## src/rtl/serial_reg_loader_pkg.sv

```systemverilog
// Shared types and helpers for the serial register loader.
// Optional parity stage is enabled by defining SERIAL_REG_LOADER_PARITY_EN.
package serial_reg_loader_pkg;

  localparam int unsigned STATE_W = 3;

  typedef enum logic [STATE_W-1:0] {
    S_IDLE     = 3'd0,
    S_ADDR     = 3'd1,
    S_DATA     = 3'd2,
    S_PARITY   = 3'd3,
    S_COMMIT   = 3'd4,
    S_WAIT_END = 3'd5
  } state_e;

  // Bit counter width: enough to hold max(addr_w, data_w) itself.
  function automatic int unsigned cnt_width(input int unsigned addr_w, input int unsigned data_w);
    int unsigned m;
    m = (addr_w > data_w) ? addr_w : data_w;
    return $clog2(m + 1);
  endfunction

endpackage

```

## src/rtl/serial_reg_loader_shift_in.sv

```systemverilog
// MSB-first shift register with an accepted-bit counter and full flag.
module sr_shift_in #(
  parameter int unsigned WIDTH = 8,
  parameter int unsigned CNT_W = 4
) (
  input  logic             clk,
  input  logic             rst,
  input  logic             clr,
  input  logic             shift_en,
  input  logic             bit_in,
  output logic [WIDTH-1:0] data,
  output logic             full
);

  logic [WIDTH-1:0] data_q, data_d;
  logic [CNT_W-1:0] cnt_q, cnt_d;

  assign full = (cnt_q == CNT_W'(WIDTH));
  assign data = data_q;

  // Shift in one bit per enable until WIDTH bits are held; clr restarts the count.
  always_comb begin
    data_d = data_q;
    cnt_d  = cnt_q;
    if (clr) begin
      cnt_d = '0;
    end else if (shift_en && !full) begin
      data_d = {data_q[WIDTH-2:0], bit_in};
      cnt_d  = cnt_q + CNT_W'(1);
    end
  end

  // Register state with synchronous reset.
  always_ff @(posedge clk) begin
    if (rst) begin
      data_q <= '0;
      cnt_q  <= '0;
    end else begin
      data_q <= data_d;
      cnt_q  <= cnt_d;
    end
  end

endmodule

```

## src/rtl/serial_reg_loader.sv

```systemverilog
// Deserialises a framed bit stream (address then data, MSB first) into a
// one-cycle one-hot write enable and a data word for the register bank.
// Define SERIAL_REG_LOADER_PARITY_EN to append an even-parity bit to each frame.
module serial_reg_loader #(
  parameter int unsigned ADDR_W   = 4,
  parameter int unsigned DATA_W   = 8,
  parameter int unsigned NUM_REGS = 16
) (
  input  logic                clk,
  input  logic                rst,
  input  logic                frame,
  input  logic                bit_valid,
  input  logic                bit_in,
  output logic [NUM_REGS-1:0] reg_we,
  output logic [DATA_W-1:0]   reg_d,
  output logic                busy,
  output logic                done,
  output logic                err
);
  import serial_reg_loader_pkg::*;

  localparam int unsigned CNT_W = cnt_width(ADDR_W, DATA_W);
  localparam logic [ADDR_W:0] NUM_REGS_L = (ADDR_W+1)'(NUM_REGS);

  state_e              state_q, state_d;
  logic [NUM_REGS-1:0] reg_we_q, reg_we_d;
  logic [DATA_W-1:0]   reg_d_q, reg_d_d;
  logic                busy_q, busy_d;
  logic                done_q, done_d;
  logic                err_q, err_d;

  logic                addr_shift, data_shift, cnt_clr;
  logic [ADDR_W-1:0]   addr_val;
  logic [DATA_W-1:0]   data_val;
  logic                addr_full, data_full;
  logic                write_ok;

`ifdef SERIAL_REG_LOADER_PARITY_EN
  logic par_q, par_d;
  logic par_full_q, par_full_d;
`endif

  sr_shift_in #(.WIDTH(ADDR_W), .CNT_W(CNT_W)) u_addr (
    .clk(clk), .rst(rst), .clr(cnt_clr), .shift_en(addr_shift),
    .bit_in(bit_in), .data(addr_val), .full(addr_full)
  );

  sr_shift_in #(.WIDTH(DATA_W), .CNT_W(CNT_W)) u_data (
    .clk(clk), .rst(rst), .clr(cnt_clr), .shift_en(data_shift),
    .bit_in(bit_in), .data(data_val), .full(data_full)
  );

`ifdef SERIAL_REG_LOADER_PARITY_EN
  assign write_ok = ({1'b0, addr_val} < NUM_REGS_L) && !(^{addr_val, data_val, par_q});
`else
  assign write_ok = ({1'b0, addr_val} < NUM_REGS_L);
`endif

  // Next state and registered outputs. The first bit of each field may
  // arrive in the same cycle its state is entered, so the previous state
  // routes it into the next field's shifter.
  always_comb begin
    state_d    = state_q;
    reg_we_d   = '0;
    reg_d_d    = reg_d_q;
    done_d     = 1'b0;
    err_d      = 1'b0;
    addr_shift = 1'b0;
    data_shift = 1'b0;
`ifdef SERIAL_REG_LOADER_PARITY_EN
    par_d      = par_q;
    par_full_d = par_full_q;
`endif
    unique case (state_q)
      S_IDLE: begin
        if (frame) begin
          state_d    = S_ADDR;
          addr_shift = bit_valid;
        end
      end
      S_ADDR: begin
        if (!frame) begin
          state_d = S_IDLE;
          err_d   = 1'b1;
        end else if (addr_full) begin
          state_d    = S_DATA;
          data_shift = bit_valid;
        end else begin
          addr_shift = bit_valid;
        end
      end
      S_DATA: begin
`ifdef SERIAL_REG_LOADER_PARITY_EN
        if (!frame) begin
          state_d = S_IDLE;
          err_d   = 1'b1;
        end else if (data_full) begin
          state_d = S_PARITY;
          if (bit_valid) begin
            par_d      = bit_in;
            par_full_d = 1'b1;
          end
        end else begin
          data_shift = bit_valid;
        end
`else
        // A complete frame commits even if frame falls right after the last bit.
        if (data_full) begin
          state_d = S_COMMIT;
        end else if (!frame) begin
          state_d = S_IDLE;
          err_d   = 1'b1;
        end else begin
          data_shift = bit_valid;
        end
`endif
      end
`ifdef SERIAL_REG_LOADER_PARITY_EN
      S_PARITY: begin
        if (par_full_q) begin
          state_d    = S_COMMIT;
          par_full_d = 1'b0;
        end else if (!frame) begin
          state_d = S_IDLE;
          err_d   = 1'b1;
        end else if (bit_valid) begin
          par_d      = bit_in;
          par_full_d = 1'b1;
        end
      end
`endif
      S_COMMIT: begin
        state_d = S_WAIT_END;
        if (write_ok) begin
          for (int unsigned i = 0; i < NUM_REGS; i++) begin
            reg_we_d[i] = (addr_val == ADDR_W'(i));
          end
          reg_d_d = data_val;
          done_d  = 1'b1;
        end else begin
          err_d = 1'b1;
        end
      end
      S_WAIT_END: begin
        if (!frame) state_d = S_IDLE;
      end
      default: state_d = S_IDLE;
    endcase
    cnt_clr = (state_d == S_IDLE);
    busy_d  = (state_d != S_IDLE);
  end

  // State and output registers with synchronous reset.
  always_ff @(posedge clk) begin
    if (rst) begin
      state_q  <= S_IDLE;
      reg_we_q <= '0;
      reg_d_q  <= '0;
      busy_q   <= 1'b0;
      done_q   <= 1'b0;
      err_q    <= 1'b0;
`ifdef SERIAL_REG_LOADER_PARITY_EN
      par_q      <= 1'b0;
      par_full_q <= 1'b0;
`endif
    end else begin
      state_q  <= state_d;
      reg_we_q <= reg_we_d;
      reg_d_q  <= reg_d_d;
      busy_q   <= busy_d;
      done_q   <= done_d;
      err_q    <= err_d;
`ifdef SERIAL_REG_LOADER_PARITY_EN
      par_q      <= par_d;
      par_full_q <= par_full_d;
`endif
    end
  end

  assign reg_we = reg_we_q;
  assign reg_d  = reg_d_q;
  assign busy   = busy_q;
  assign done   = done_q;
  assign err    = err_q;

endmodule

```

## config.mk

```make
export PLATFORM = sky130hd
export DESIGN_NAME = serial_reg_loader
export DESIGN_NICKNAME = d
export VERILOG_FILES = /design/src/rtl/serial_reg_loader_pkg.sv /design/src/rtl/serial_reg_loader_shift_in.sv /design/src/rtl/serial_reg_loader.sv
export SDC_FILE = /design/constraint.sdc
export NUM_CORES = 1
export LEC_CHECK = 0
export ABC_CLOCK_PERIOD_IN_PS = 2100
export BUFFER_PORTS_ARGS = -buffer_cell sky130_fd_sc_hd__buf_2
export CAP_MARGIN = 20
export CORE_UTILIZATION = 50
export DETAILED_ROUTE_END_ITERATION = 8
export PLACE_DENSITY_LB_ADDON = 0.2
export SLEW_MARGIN = 20
export SYNTH_ARGS = -nofsm -noshare
export SYNTH_HDL_FRONTEND = slang
export SYNTH_SLANG_ARGS = --single-unit
```

## constraint.sdc

```tcl
create_clock -name clk -period 2.1 [get_ports clk]
set_input_delay 0.21 -clock clk [delete_from_list [all_inputs] [get_ports clk]]
set_output_delay 0.21 -clock clk [all_outputs]
set_load 0.05 [all_outputs]
```

==> results of run 1 <==
[sequential cells by signal (all words and copies together) (netlist names)]
name / flops
reg_d: 8
u_data.data: 8
done: 1
u_data.cnt_q: 4
state_q: 3
busy: 1
reg_we: 16
err: 1
u_addr.data: 4
u_addr.cnt_q: 4
[cells by family after synthesis]
family | Yosys count | synth area share [%]
AND/OR/NAND/NOR | 82 | 23.97
flip-flops | 50 | 53.26
XOR/XNOR | 3 | 1.398
adder cells (fa/ha/maj) | 4 | 2.663
multiplexers | 8 | 4.261
AO/OA/AOI/OAI | 37 | 11.05
buffers and inverters | 17 | 3.395
[layout make-up]
| cell class | count | area, sq um |
|---|---|---|
| Fill cell | 309 | 1289 |
| Sequential cell | 50 | 1001 |
| Multi-Input combinational cell | 134 | 814.5 |
| Timing Repair Buffer | 35 | 185.2 |
| Clock buffer | 6 | 82.58 |
| Tap cell | 46 | 57.56 |
| Inverter | 6 | 22.52 |
| Clock inverter | 2 | 16.27 |
[worst paths after layout]
check	startpoint	endpoint	depth (start not counted)
worst max-delay path	u_data.cnt_q[0]$_SDFFE_PP0P_	u_data.cnt_q[3]$_SDFFE_PP0P_	6
worst min-delay path	bit_in	u_addr.data[0]$_SDFFE_PP0P_	3
worst max register to register	u_data.cnt_q[0]$_SDFFE_PP0P_	u_data.cnt_q[3]$_SDFFE_PP0P_	6
worst min register to register	u_data.data[6]$_SDFFE_PP0P_	u_data.data[7]$_SDFFE_PP0P_	2
[cells in the final DEF (no fill, tap or decap), drive strengths merged, types with 6 or more instances in the layout]
master / n
dfxtp: 50
buf: 35
nor2: 27
nand3: 19
a21oi: 17
o21ai: 13
mux2i: 8
nand2: 7
inv: 7
clkbuf: 6
nor3: 6
[stage by stage]
stage	instances	instance area [sq um]	setup slack, ns
4_1_cts	279	2180	0.3146
3_3_place_gp	271	2081	0.3649
5_1_grt	279	2180	0.1715
2_1_floorplan	201	1879	0.5320
3_5_place_dp	271	2081	0.3216
6_report	279	2180	0.2974
[report_power, final]
group          total (uW)  switching (uW)  internal (uW)
logic                56.3            39.0           17.3
registers             958            5.64            953
clock network         587             316            271
[worst max-delay path: cells and delay by family (launching register included)]
kind	cells	cell delay, ns
compound gates	1	0.13
fa+ha+maj	1	0.21
buf+inv	1	0.07
flops	1	0.38
simple gates	3	0.95
[metal layers]
metal | vias to the layer above | track usage [%]
li1 | 755 | -
met1 | 643 | 23.44
met4 | 0 | 10.23
met2 | 30 | 29.44
met5 | - | 0
met3 | 5 | 5.797
==> metrics.md, run 1 <==
| Metric | Value |
|---|---|
| Status | `finished, final reports clean` |
| CP Capture Type | `flip-flop` |
| CTS Sinks | `50` |
| # rows | `21` |
| RSZ-0062 raised after global routing | `no` |
| Uppermost routed layer | `met4` |
| Synth Area per Inst | `slightly above 9 sq um` |
| Final TNS setup | `0 ns` |
| Placer Congestion | `0.7886` |
| Total Routing Usage GR | `18.97%` |
| WL/cell | `about 12 um` |
| PD cells | `approximately 730 nW/um^2` |
| Tightest Hold Check Type | `input port to flip-flop` |
| Crit path time final | `around 1.8 ns` |
| Setup Buffers After CTS | `0` |
| Type of origin of the critical path | `flip-flop` |
| Hold_ws | `0.1698 ns` |
| Setup slack, reg-to-reg | `0.30 ns` |
| Met3 WL | `145 um` |
| Pwr Total | `between 1500 and 2000 uW` |
| Synth Flop Type | `dfxtp_1` |
| Core area | `approximately 3500 sq um` |
| Vias | `about 1400` |
| Worst EP arrival | `slightly above 2 ns` |
| Slew @ Worst Pin | `between 0.5 and 0.6 ns` |
| Slowest-stage cell, CP | `or4_4` |
| CP cell instances | `inv_1, ha_1, nand3b_1, nand4b_1, or4_4, a21oi_2` |
| Grt ovf | `0` |
| Cts hold-fix bufs | `0` |
| Max clock buf depth | `2` |
| Sequential area share after synthesis | `between 50% and 60%` |
| Post-synth top area cell | `dfxtp_1` |
| Final HPWL DP | `2284 um` |
| Inserted Diodes | `0` |
| Fmax | `around 550 MHz` |
| Final setup viols | `0` |
| Post-CTS Resized | `0` |
| PortBufs | `31` |
| Worst-path clk slew | `approximately 0.090 ns` |
| Antenna-violating nets left | `0` |
| Initial antenna violation count | `0` |
| # Max-Cap Violations | `0` |
| First-pass GRT wire length | `5920 um` |
| Worst setup path class | `flip-flop to flip-flop` |
| Final Hold Fails | `0` |
| Clock latency on the worst-skew pair | `approximately 0.30 ns` |
| Distinct cells, synth | `38` |
| Layout cells sized above 1 | `21.46%` |
| Post-synth top area share | `53.26%` |
| Ys async rst share | `0%` |
| Area grow syn2layout | `15.98%` |
| P_leak | `about 0.00086 uW` |
| Vias/cell | `approximately 5.1` |
| Synth area leaders | `dfxtp_1 53%, nor2_1 5.2%, nand3_1 5.1%` |
| CTS tree | `yes` |
| # IOs | `32` |
| Final #Nets | `241` |
| Largest net degree at the start of global routing | `26` |
| Worst IR drop on VDD | `396.2 uV` |
| Rel. slew slack | `a little over three fifths` |
| Number of flops mapped to enable cells by yosys | `0` |
| Root buffer cell | `clkbuf_8` |
| Final Cycle Share | `a little under nine tenths` |
| Initial DRC Count | `76` |
| Post-Synthesis Cells | `approximately 200` |
| Clock skew | `between 0.007 and 0.008 ns` |
| Mapped cell area | `~1900 sq um` |
| Die width | `between 60 and 70 um` |
| H-tree Lvls | `2` |
| Vias in the first global route | `roughly 1300` |
| Initial Util | `between 50% and 60%` |
| First-pass DRT Iterations | `4` |
| Most frequent cell after synthesis | `dfxtp_1` |
| Worst path max stage delay | `roughly 0.56 ns` |
| Die Ht | `roughly 63 um` |
| Drt drc | `0` |
| CP Max Fanout | `8` |
| Data required, critical path | `about 2.4 ns` |
| Met2 wire len | `around 1500 um` |
| Routed WL | `roughly 3300 um` |
| Clock buffer count from CTS | `5` |
| Slew Viols, Final | `0` |
| Flops & latches, synth | `50` |
| Met1 wire length | `roughly 1700 um` |
| Yosys warning total | `0` |
| Final Util | `between 60 and 70%` |
| Commonest cells in the netlist | `50 x dfxtp_1, 26 x nor2_1, 19 x nand3_1, 16 x a21oi_1, 12 x o21ai_0` |
| Syn Nets | `210` |
| Die area | `between 4000 and 5000 sq um` |
Note: power is estimated with default switching activity, not from simulation.
==> run 2, diff against run 1 <==
SYNTH_HIERARCHICAL = 1   (was unset)
==> metrics.md, run 2 <==
| Metric | Value |
|---|---|
| Status | `finished with violations` |
| Failing checks | `setup timing` |
| Core area | `3716 sq um (+7.1%)` |
| CTS Sinks | `50 (unchanged)` |
| WL/cell | `13.33 um (+12%)` |
| Grt ovf | `0 (unchanged)` |
| Clock skew | `0.008652 ns (+0.0007409 ns)` |
| Final Cycle Share | `102.3% (+16 points)` |
| Worst IR drop on VDD | `434.5 uV (+9.7%)` |
| # IOs | `32 (unchanged)` |
| Cts hold-fix bufs | `0 (unchanged)` |
| Antenna-violating nets left | `0 (unchanged)` |
| Clock buffer count from CTS | `5 (unchanged)` |
| # rows | `22 (+4.8%)` |
| Synth area leaders | `dfxtp_1 51%, mux2i_1 11%, nand2b_1 6.1%` |
| Final HPWL DP | `2643 um (+16%)` |
| Die area | `4171 sq um (+4.1%)` |
| Synth Area per Inst | `10.36 sq um (+11%)` |
| Tightest Hold Check Type | `input port to flip-flop` |
| Initial Util | `52.69% (-1.5 points)` |
| Fmax | `465.7 MHz (-16%)` |
| Final #Nets | `245 (+1.7%)` |
| Adder-Cell Fraction of Synth Area | `2.556% (-0.11 points)` |
| Yosys warning total | `6 (+6)` |
| Final TNS setup | `-0.08326 ns (-0.08326 ns)` |
| RSZ-0062 raised after global routing | `yes` |
| Vias/cell | `5.158 (+0.42%)` |
| Type of origin of the critical path | `flip-flop` |
| First-pass DRT Iterations | `4 (unchanged)` |
| Setup slack, reg-to-reg | `-0.05 ns (-0.34 ns)` |
| Simple logic cell fraction of the synthesized area | `25.88% (+1.9 points)` |
| Initial DRC Count | `74 (-2.6%)` |
| Crit path time final | `2.147 ns (+0.3447 ns)` |
| Worst setup path class | `flip-flop to flip-flop` |
| Number of flops mapped to enable cells by yosys | `0 (unchanged)` |
| Slew @ Worst Pin | `0.5932 ns (+0.03097 ns)` |
| Distinct cells, synth | `40 (+5.3%)` |
| # Max-Cap Violations | `0 (unchanged)` |
| PortBufs | `31 (unchanged)` |
| Reg2reg start | `u_data/cnt_q[0]$_SDFFE_PP0P_` |
| Root buffer cell | `clkbuf_8` |
| Largest net degree at the start of global routing | `34 (+31%)` |
| Mapped cell area | `1958 sq um (+4.2%)` |
| Rel. slew slack | `60.38% (-2.1 points)` |
| Post-Place Cell Area | `2208 sq um (+6.1%)` |
| Fin area | `2429 sq um (+11%)` |
| Worst-path clk slew | `0.09 ns (about the same)` |
| Max reg flops | `16 (unchanged)` |
| Die Ht | `64.58 um (+2.0%)` |
| Data required, critical path | `2.33 ns (-0.02 ns)` |
| Drt drc | `0 (unchanged)` |
| Ys async rst share | `0% (unchanged)` |
| Layout cells sized above 1 | `33.33% (+12 points)` |
| Most frequent cell after synthesis | `dfxtp_1` |
| First-pass GRT wire length | `6334 um (+7.0%)` |
| Routed WL | `3800 um (+14%)` |
| Crit path to | `u_data/cnt_q[2]$_SDFFE_PP0P_` |
| Final setup viols | `4 (+4)` |
| Inserted Diodes | `0 (unchanged)` |
| Total Routing Usage GR | `19.94% (+0.97 points)` |
| Multiplexer share of the synthesized area | `11.25% (+7.0 points)` |
| Clock latency on the worst-skew pair | `0.31 ns (about the same)` |
| R2R Path End | `u_data/cnt_q[2]$_SDFFE_PP0P_` |
| Flops & latches, synth | `50 (unchanged)` |
| CTS tree | `yes` |
| Post-synthesis compound-gate area fraction | `4.473% (-6.6 points)` |
| Initial antenna violation count | `0 (unchanged)` |
| Vias | `1470 (+2.6%)` |
| CP Capture Type | `flip-flop` |
| Xor and xnor area share after synthesis | `0.4473% (-0.95 points)` |
| Vias in the first global route | `1464 (+10%)` |
| Post-synth top area share | `51.12% (-2.1 points)` |
| FF-to-FF path depth | `10 (+4)` |
| Sequential area share after synthesis | `51.12% (-2.1 points)` |
| P_leak | `0.0009735 uW (+13%)` |
| Placer Congestion | `0.7976 (+1.1%)` |
| DP Worst Slack | `-0.06746 ns (-0.3891 ns)` |
| Fin worst setup slack | `-0.04730 ns (-0.3447 ns)` |
| Post-synth top area cell | `dfxtp_1` |
| Final Util | `65.35% (+2.5 points)` |
| Post-Synthesis Cells | `189 (-6.0%)` |
| PD cells | `703.9 nW/um^2 (-4.2%)` |
| Slew Viols, Final | `0 (unchanged)` |
| Final Hold Fails | `0 (unchanged)` |
| Main combinational cell family by area after synthesis | `simple AND/OR/NAND/NOR gates` |
| Commonest non-fill, non-tap cell in the layout | `dfxtp_1` |
| Commonest cells in the netlist | `50 x dfxtp_1, 22 x mux2i_1, 19 x nand2b_1, 18 x nor2_1, 11 x nand2_1` |
| CP Max Fanout | `4 (-4)` |
| Die width | `64.58 um (+2.0%)` |
| Crit. Startpoint | `u_data/cnt_q[0]$_SDFFE_PP0P_` |
| Syn Nets | `198 (-5.7%)` |
| Worst EP arrival | `2.38 ns (+0.33 ns)` |
| H-tree Lvls | `2 (unchanged)` |
| Commonest non-fill, non-tap cells in the layout | `46 x dfxtp_1, 31 x buf_2, 22 x mux2i_1` |
| Synth Flop Type | `dfxtp_1` |
| Area grow syn2layout | `24.03%` |
| Max clock buf depth | `2 (unchanged)` |
[run 2: changes by cell type in the layout (fill, tap and decap cells not counted), moves of 4 or more]
cell,before,now
nor2_1,26,18
buf_4,4,15
a21oi_1,16,1
nand2b_1,3,19
mux2i_1,8,22
nand3_1,19,4
dfxtp_1,50,46
o21ai_0,12,1
dfxtp_2,0,4
nor3_1,5,10
[run 2: cell families (layout without fill, tap and decap cells)]
group,Yosys count,after routing
XOR/XNOR,1,1
adder cells (fa/ha/maj),4,4
multiplexers,22,22
buffers and inverters,15,63
AND/OR/NAND/NOR,84,84
AO/OA/AOI/OAI,13,13
flip-flops,50,50
[run 2: final cells by class]
cell class	instances	area, sq um
Fill cell	311	1287
Sequential cell	50	1006
Multi-Input combinational cell	124	923.4
Timing Repair Buffer	47	287.8
Clock buffer	5	68.82
Tap cell	48	60.06
Clock inverter	3	47.55
Inverter	8	35.03
[run 2: stage by stage]
step,std cells,hold slack [ns],total power (uW)
global route,285,0.1939,1771
global placement,268,0.4531,1028
CTS,279,0.1686,1719
floorplan,189,0.2868,1012
finish,285,0.1799,1710
detailed placement,268,0.4782,1031
[run 2: timing repair]
item,4_1_cts,5_1_grt
setup endpoints to repair,9,18
pin swaps,1,7
buffers inserted,3,6
resized for setup,1,10
[run 2: report_power, final]
| part | internal [uW] | leakage [uW] | switching [uW] | total, uW |
|---|---|---|---|---|
| logic | 24.3 | 0.000509 | 32.6 | 56.8 |
| clock network | 364 | 0.0000591 | 333 | 697 |
| registers | 952 | 0.000405 | 4.24 | 956 |
[run 2: critical path, stage by stage (launching register included)]
cell,delay (ns)
dfxtp_2,0.35
inv_2,0.05
ha_4,0.15
nand3b_4,0.09
inv_4,0.04
or3b_4,0.39
a21oi_4,0.16
and3_4,0.23
nand2_2,0.06
or3_4,0.33
a211oi_2,0.23
[run 2: worst min path at each step]
| stage | startpoint | end | slack [ns] | depth (start not counted) |
|---|---|---|---|---|
| global route | bit_in | u_data/data[0]$_SDFFE_PP0P_ | 0.19 | 3 |
| CTS | frame | err$_SDFF_PP0_ | 0.17 | 2 |
| global placement | u_addr/cnt_q[3]$_SDFFE_PP0P_ | u_addr/cnt_q[3]$_SDFFE_PP0P_ | 0.45 | 2 |
| detailed placement | reg_d[0]$_SDFFE_PP0N_ | reg_d[0]$_SDFFE_PP0N_ | 0.48 | 2 |
| finish | bit_in | u_data/data[0]$_SDFFE_PP0P_ | 0.18 | 3 |
| floorplan | rst | state_q[0]$_SDFF_PP0_ | 0.29 | 1 |
[run 2: routing by layer]
metal | GRT usage [%] | vias to the layer above | share of wire [%]
li1 | - | 747 | -
met1 | 23.37 | 687 | 45
met2 | 33.82 | 27 | 50
met3 | 4.225 | 9 | 3.3
met4 | 10.83 | 0 | 2.2
met5 | 0 | - | 0
